===== config.mk =====
export PLATFORM = sky130hd
export DESIGN_NAME = pilot_extract
export DESIGN_NICKNAME = d
export VERILOG_FILES = /design/src/rtl/pilot_extract.sv
export SDC_FILE = /design/constraint.sdc
export NUM_CORES = 1
export LEC_CHECK = 0
export CAP_MARGIN = 10
export CELL_PAD_IN_SITES_DETAIL_PLACEMENT = 0
export CELL_PAD_IN_SITES_GLOBAL_PLACEMENT = 1
export CORE_ASPECT_RATIO = 0.7
export CORE_UTILIZATION = 43
export CTS_CLUSTER_DIAMETER = 80
export DETAILED_ROUTE_END_ITERATION = 6
export PLACE_DENSITY_LB_ADDON = 0.1
export SLEW_MARGIN = 20
export SYNTH_ARGS = -nofsm -noshare
export SYNTH_HDL_FRONTEND = slang
export SYNTH_SLANG_ARGS = --single-unit
export TNS_END_PERCENT = 1

===== constraint.sdc =====
create_clock -name clk -period 5.35 [get_ports clk]
set_input_delay 1.07 -clock clk [delete_from_list [all_inputs] [get_ports clk]]
set_output_delay 1.07 -clock clk [all_outputs]
set_load 0.02 [all_outputs]

===== src/rtl/pilot_extract.sv =====
// Receive-side pilot extractor: tracks frame/pilot position, strips pilots onto an
// unthrottled port and forwards data samples through a 2-entry valid/ready FIFO.
module pilot_extract #(
  parameter int DATA_W    = 32,
  parameter int CNT_W     = 13,
  parameter int ERR_CNT_W = 16
) (
  input  logic                 clk,
  input  logic                 rst,
  input  logic [CNT_W-1:0]     frame_length,
  input  logic [CNT_W-1:0]     pilot_interval,
  input  logic [DATA_W-1:0]    pilot_value,
  input  logic [DATA_W-1:0]    signal_in,
  input  logic                 valid_in,
  input  logic                 sof_in,
  output logic                 ready_out,
  output logic [DATA_W-1:0]    signal_out,
  output logic                 valid_out,
  input  logic                 ready_in,
  output logic                 data_last,
  output logic [DATA_W-1:0]    pilot_out,
  output logic                 pilot_valid,
  output logic                 pilot_match,
  output logic                 frame_end,
  output logic                 error,
  output logic                 cfg_err,
  output logic [ERR_CNT_W-1:0] mismatch_cnt
);

  logic [CNT_W-1:0] r_cnt_frame, r_cnt_pilot;
  logic [CNT_W-1:0] w_eff_frame, w_eff_pilot;
  logic [CNT_W-1:0] w_nxt_frame, w_nxt_pilot;
  logic             w_accept, w_is_pilot, w_is_last, w_push, w_pop;
  logic             r_init;
  logic [DATA_W:0]  r_mem [2];
  logic             r_wptr, r_rptr;
  logic [1:0]       r_count;

  assign cfg_err   = (pilot_interval < CNT_W'(2)) | (frame_length == '0)
                   | (pilot_interval > frame_length);
  // r_init holds ready low until the first edge after reset release
  assign ready_out = r_init & ~cfg_err & (r_count != 2'd2);
  assign w_accept  = valid_in & ready_out;

  always_comb begin
    w_eff_frame = sof_in ? '0 : r_cnt_frame;
    w_eff_pilot = sof_in ? '0 : r_cnt_pilot;
    w_is_pilot  = (w_eff_pilot == '0);
    w_is_last   = (w_eff_frame == frame_length - CNT_W'(1));
    w_nxt_frame = w_eff_frame + CNT_W'(1);
    w_nxt_pilot = (w_eff_pilot == pilot_interval - CNT_W'(1)) ? '0 : w_eff_pilot + CNT_W'(1);
    if (w_is_last) begin
      w_nxt_frame = '0;
      w_nxt_pilot = '0;
    end
  end

  always_ff @(posedge clk or negedge rst) begin
    if (!rst) begin
      r_init      <= 1'b0;
      r_cnt_frame <= '0;
      r_cnt_pilot <= '0;
      error       <= 1'b0;
      frame_end   <= 1'b0;
    end else begin
      r_init    <= 1'b1;
      error     <= w_accept & sof_in & (r_cnt_frame != '0);
      frame_end <= w_accept & w_is_last;
      if (w_accept) begin
        r_cnt_frame <= w_nxt_frame;
        r_cnt_pilot <= w_nxt_pilot;
      end
    end
  end

  always_ff @(posedge clk or negedge rst) begin
    if (!rst) begin
      pilot_out    <= '0;
      pilot_valid  <= 1'b0;
      pilot_match  <= 1'b0;
      mismatch_cnt <= '0;
    end else begin
      pilot_valid <= w_accept & w_is_pilot;
      pilot_match <= w_accept & w_is_pilot & (signal_in == pilot_value);
      if (w_accept & w_is_pilot) begin
        pilot_out <= signal_in;
        if ((signal_in != pilot_value) && (mismatch_cnt != '1))
          mismatch_cnt <= mismatch_cnt + ERR_CNT_W'(1);
      end
    end
  end

  assign w_push     = w_accept & ~w_is_pilot;
  assign w_pop      = valid_out & ready_in;
  assign valid_out  = (r_count != 2'd0);
  assign signal_out = r_mem[r_rptr][DATA_W-1:0];
  assign data_last  = valid_out & r_mem[r_rptr][DATA_W];

  // Push never meets a full FIFO because ready_out already excludes count==2
  always_ff @(posedge clk or negedge rst) begin
    if (!rst) begin
      r_mem[0] <= '0;
      r_mem[1] <= '0;
      r_wptr   <= 1'b0;
      r_rptr   <= 1'b0;
      r_count  <= 2'd0;
    end else begin
      if (w_push) begin
        r_mem[r_wptr] <= {w_is_last, signal_in};
        r_wptr        <= ~r_wptr;
      end
      if (w_pop)
        r_rptr <= ~r_rptr;
      case ({w_push, w_pop})
        2'b10:   r_count <= r_count + 2'd1;
        2'b01:   r_count <= r_count - 2'd1;
        default: r_count <= r_count;
      endcase
    end
  end

endmodule


==> run_results.csv <==
group,metric,value,unit
global_route,grt_pass1_vias,6402,
global_route,overflow,0,
route,dr.pass1.iters,7,
power,netSwitchingFraction,33.10,%
layout,layout_common_cells,"clkdlybuf4s50_1 (181), dfrtp_1 (148), nand2_1 (133), mux2_2 (68), xnor2_1 (64)",
floorplanning,num_io_pins,183,
placement,portBuffers,182,
synth,synth_area_per_cell,10.42,µm²
critical_path,start_kind,"primary input",
power,p_int,3.471,mW
route,postRouteAntennaNets,0,
cts,clockBufferDepth,2,
power,p_clk_share,26.2,%
layout,antenna_cells,0,
cts,cts_setup_buffers,0,
sta,max_freq,0.2039,GHz
route,routed_wl,23160,µm
power,ir_drop,0.2409,mV
layout,final_cells,1299,
route,remaining_drc_errors,0,
power,seqPwrFrac,34.3,%
global_route,grt_max_degree,72,
synth,synthesis.nets,945,
power,p_total,5.189,mW
global_route,antenna_found_initial,0,
synth,synth_cells,830,
placement,place.gp.congestion,0.8496,
synth,yosysWarnings,0,
synth,syn-cell-area,8652,µm²
critical_path,cp_max_fo,5,
sta,hold_viol_final,0,
layout,n_fill_cell,1763,
layout,layout_commonest_cell,"clkdlybuf4s50_1",
route,first_iter_violations,479,
placement,dp_hpwl,17070,µm
cts,tritoncts,"built",
floorplanning,die_x,171.5,µm
route,vias,6715,
status,run_status,"finished clean",
sta,tightest_slew,0.9033,ns
synth,synth_edf_count,0,
floorplanning,start_util,43.82,%
cts,root_buffer,"clkbuf_16",
synth,ys_ff_latch,149,
layout,nets,1131,
critical_path,cp.required,4.28,ns
sta,fin_worst_skew,0.01067,ns
sta,relSlewSlack,39.78,%
global_route,track_usage,23.34,%
synth,yosys.area.top_type,"dfrtp_1",
critical_path,cp-end-kind,"output pin",
cts,clkLatencyLatePin,0.42,ns
layout,fin_util,57.85,%
sta,finalSetupViolations,0,
synth,yosysTopAreaCellShare,43.09,%
synth,synthArstFlopShare,100.0,%
layout,area_delta_synth_final,32.02,%
route,detail_route.wl_per_cell,17.83,µm
critical_path,critical_path_arrival,3.84,ns
power,p_leak,5.051,nW
layout,layout-drive-gt1-share,16.62,%
synth,synth_cell_types,79,
floorplanning,die_y,120.7,µm
floorplanning,core-area,19750,µm²
synth,synthTopCellsByArea,"dfrtp_1 (43%), mux2_2 (8.9%), xnor2_1 (6.5%)",
sta,hold_ws,0.4709,ns
run,maxCapViolCount,0,
cts,numCtsBuffers,17,
cts,clk_pin_slew,0.06,ns
global_route,grt_pass1_wl,36550,µm
floorplanning,dieArea,20700,µm²
cts,cts_hold_buf,0,
synth,ys.flop_type,"dfrtp_1",
placement,dp.cells,1267,
sta,post-route-period-util,91.69,%
hold_path,hold_path.class,"register to register",
sta,grt_setup_unrepaired,"false",
cts,cts_sinks,149,
power,switching_power,1.717,mW
cts,postCtsResizedCells,0,
power,comb_power_share,39.4,%
floorplanning,rows,43,
power,power-per-cell-area,454.3,nW/µm²
sta,maxSlewViolCount,0,
route,avgViaCountPerCell,5.169,
cts,h-tree-depth,4,
critical_path,path_class,"primary input to output pin",
synth,yosysSeqAreaShare,43.09,%
sta,finalCriticalPeriod,4.905,ns
sta,setup-tns-final,0,ns
[final timing paths]
| check | slack, ns | from | to | depth (start not counted) |
|---|---|---|---|---|
| worst max-delay path | 0.44 | frame_length[2] | ready_out | 10 |
| worst min-delay path | 0.47 | pilot_out[26] | pilot_out[26] | 2 |
| worst max register to register | 2.45 | r_cnt_frame[5] | r_cnt_frame[6] | 8 |
| worst min register to register | 0.47 | pilot_out[26] | pilot_out[26] | 2 |
| max in group asynchronous | 3.69 | rst | mismatch_cnt[3] | 2 |
| min in group asynchronous | 0.66 | rst | r_mem[48] | 1 |
[area by class of cell]
class | count | area, µm² | area share (%)
repair buffers | 198 | 1981 | 17.34
well taps | 270 | 337.8 | 2.958
multi-input cells | 610 | 4547 | 39.81
flip-flops and latches | 149 | 3730 | 32.65
clock inverters | 10 | 192.7 | 1.687
inverters | 40 | 150.1 | 1.314
clock buffers | 22 | 484.2 | 4.239
[worst max-delay path: stages]
cell and delay [ns]:
clkdlybuf4s50_1 0.60, inv_1 0.09, ha_1 0.31, a21o_1 0.16, a21o_1 0.17, a221oi_1 0.25, o22ai_1 0.16, or2_2 0.30
nor2_1 0.10, clkdlybuf4s50_1 0.60
[sequential cells by signal, summed over array words and instances, names as in the netlist]
| signal | flops |
|---|---|
| pilot_match | 1 |
| r_init | 1 |
| r_count | 2 |
| pilot_out | 32 |
| r_rptr | 1 |
| r_wptr | 1 |
| mismatch_cnt | 16 |
| r_mem | 66 |
| frame_end | 1 |
| error | 1 |
| r_cnt_pilot | 13 |
| r_cnt_frame | 13 |
| pilot_valid | 1 |
[Yosys cell counts, drive strengths merged (4+ instances only)]
| cell | n |
|---|---|
| and3 | 9 |
| or4 | 6 |
| o21ai | 22 |
| and2 | 5 |
| a211oi | 4 |
| xnor2 | 64 |
| nor3b | 6 |
| a211o | 4 |
| nand2b | 5 |
| nand4 | 19 |
| nand3 | 22 |
| nor4 | 20 |
| a21o | 10 |
| o31ai | 5 |
| buf | 25 |
| inv | 39 |
| a21oi | 9 |
| or2 | 4 |
| nand2 | 134 |
| a31oi | 5 |
| ha | 20 |
| clkbuf | 6 |
| a22o | 4 |
| nor3 | 21 |
| nor2 | 30 |
| dfrtp | 149 |
| o41ai | 4 |
| nor2b | 15 |
| a32o | 4 |
| mux2 | 98 |
| xor2 | 18 |
[kinds of logic after synthesis]
| group | synth area share (%) |
|---|---|
| xor gates and xnor gates | 8.561 |
| adders and majority gates | 2.892 |
| muxes | 14.24 |
| buffers and inverters | 4.353 |
| other | 0.04334 |
| and+or+nand+nor | 19.00 |
| DFF | 43.09 |
| AOI/OAI and AO/OA | 7.809 |
[per-stage QoR]
step	instance area (µm²)	worst slack, ns
6_report	11420	0.4446
3_3_place_gp	10750	0.4734
3_5_place_dp	10750	0.4428
2_1_floorplan	8652	1.557
5_1_grt	11420	0.2829
4_1_cts	11420	0.4390
[power by group through the flow]
stage / clock (mW) / combinational, mW / sequential [mW]
after detailed placement: 0 / 2.06 / 1.79
after global placement: 0 / 2.04 / 1.79
after floorplan: 0 / 1.06 / 1.86
final: 1.36 / 2.05 / 1.78
after global routing: 1.43 / 2.20 / 1.83
after CTS: 1.39 / 2.07 / 1.78
[layer usage]
layer  share of wire, %  wire [µm]  track usage, %
met3                6.2       1430           5.139
met4               0.51        118           4.353
met5                  0          0               0
met2                 40       9339           31.17
met1                 53      12270           37.63
Note: power is estimated with default switching activity, not from simulation.
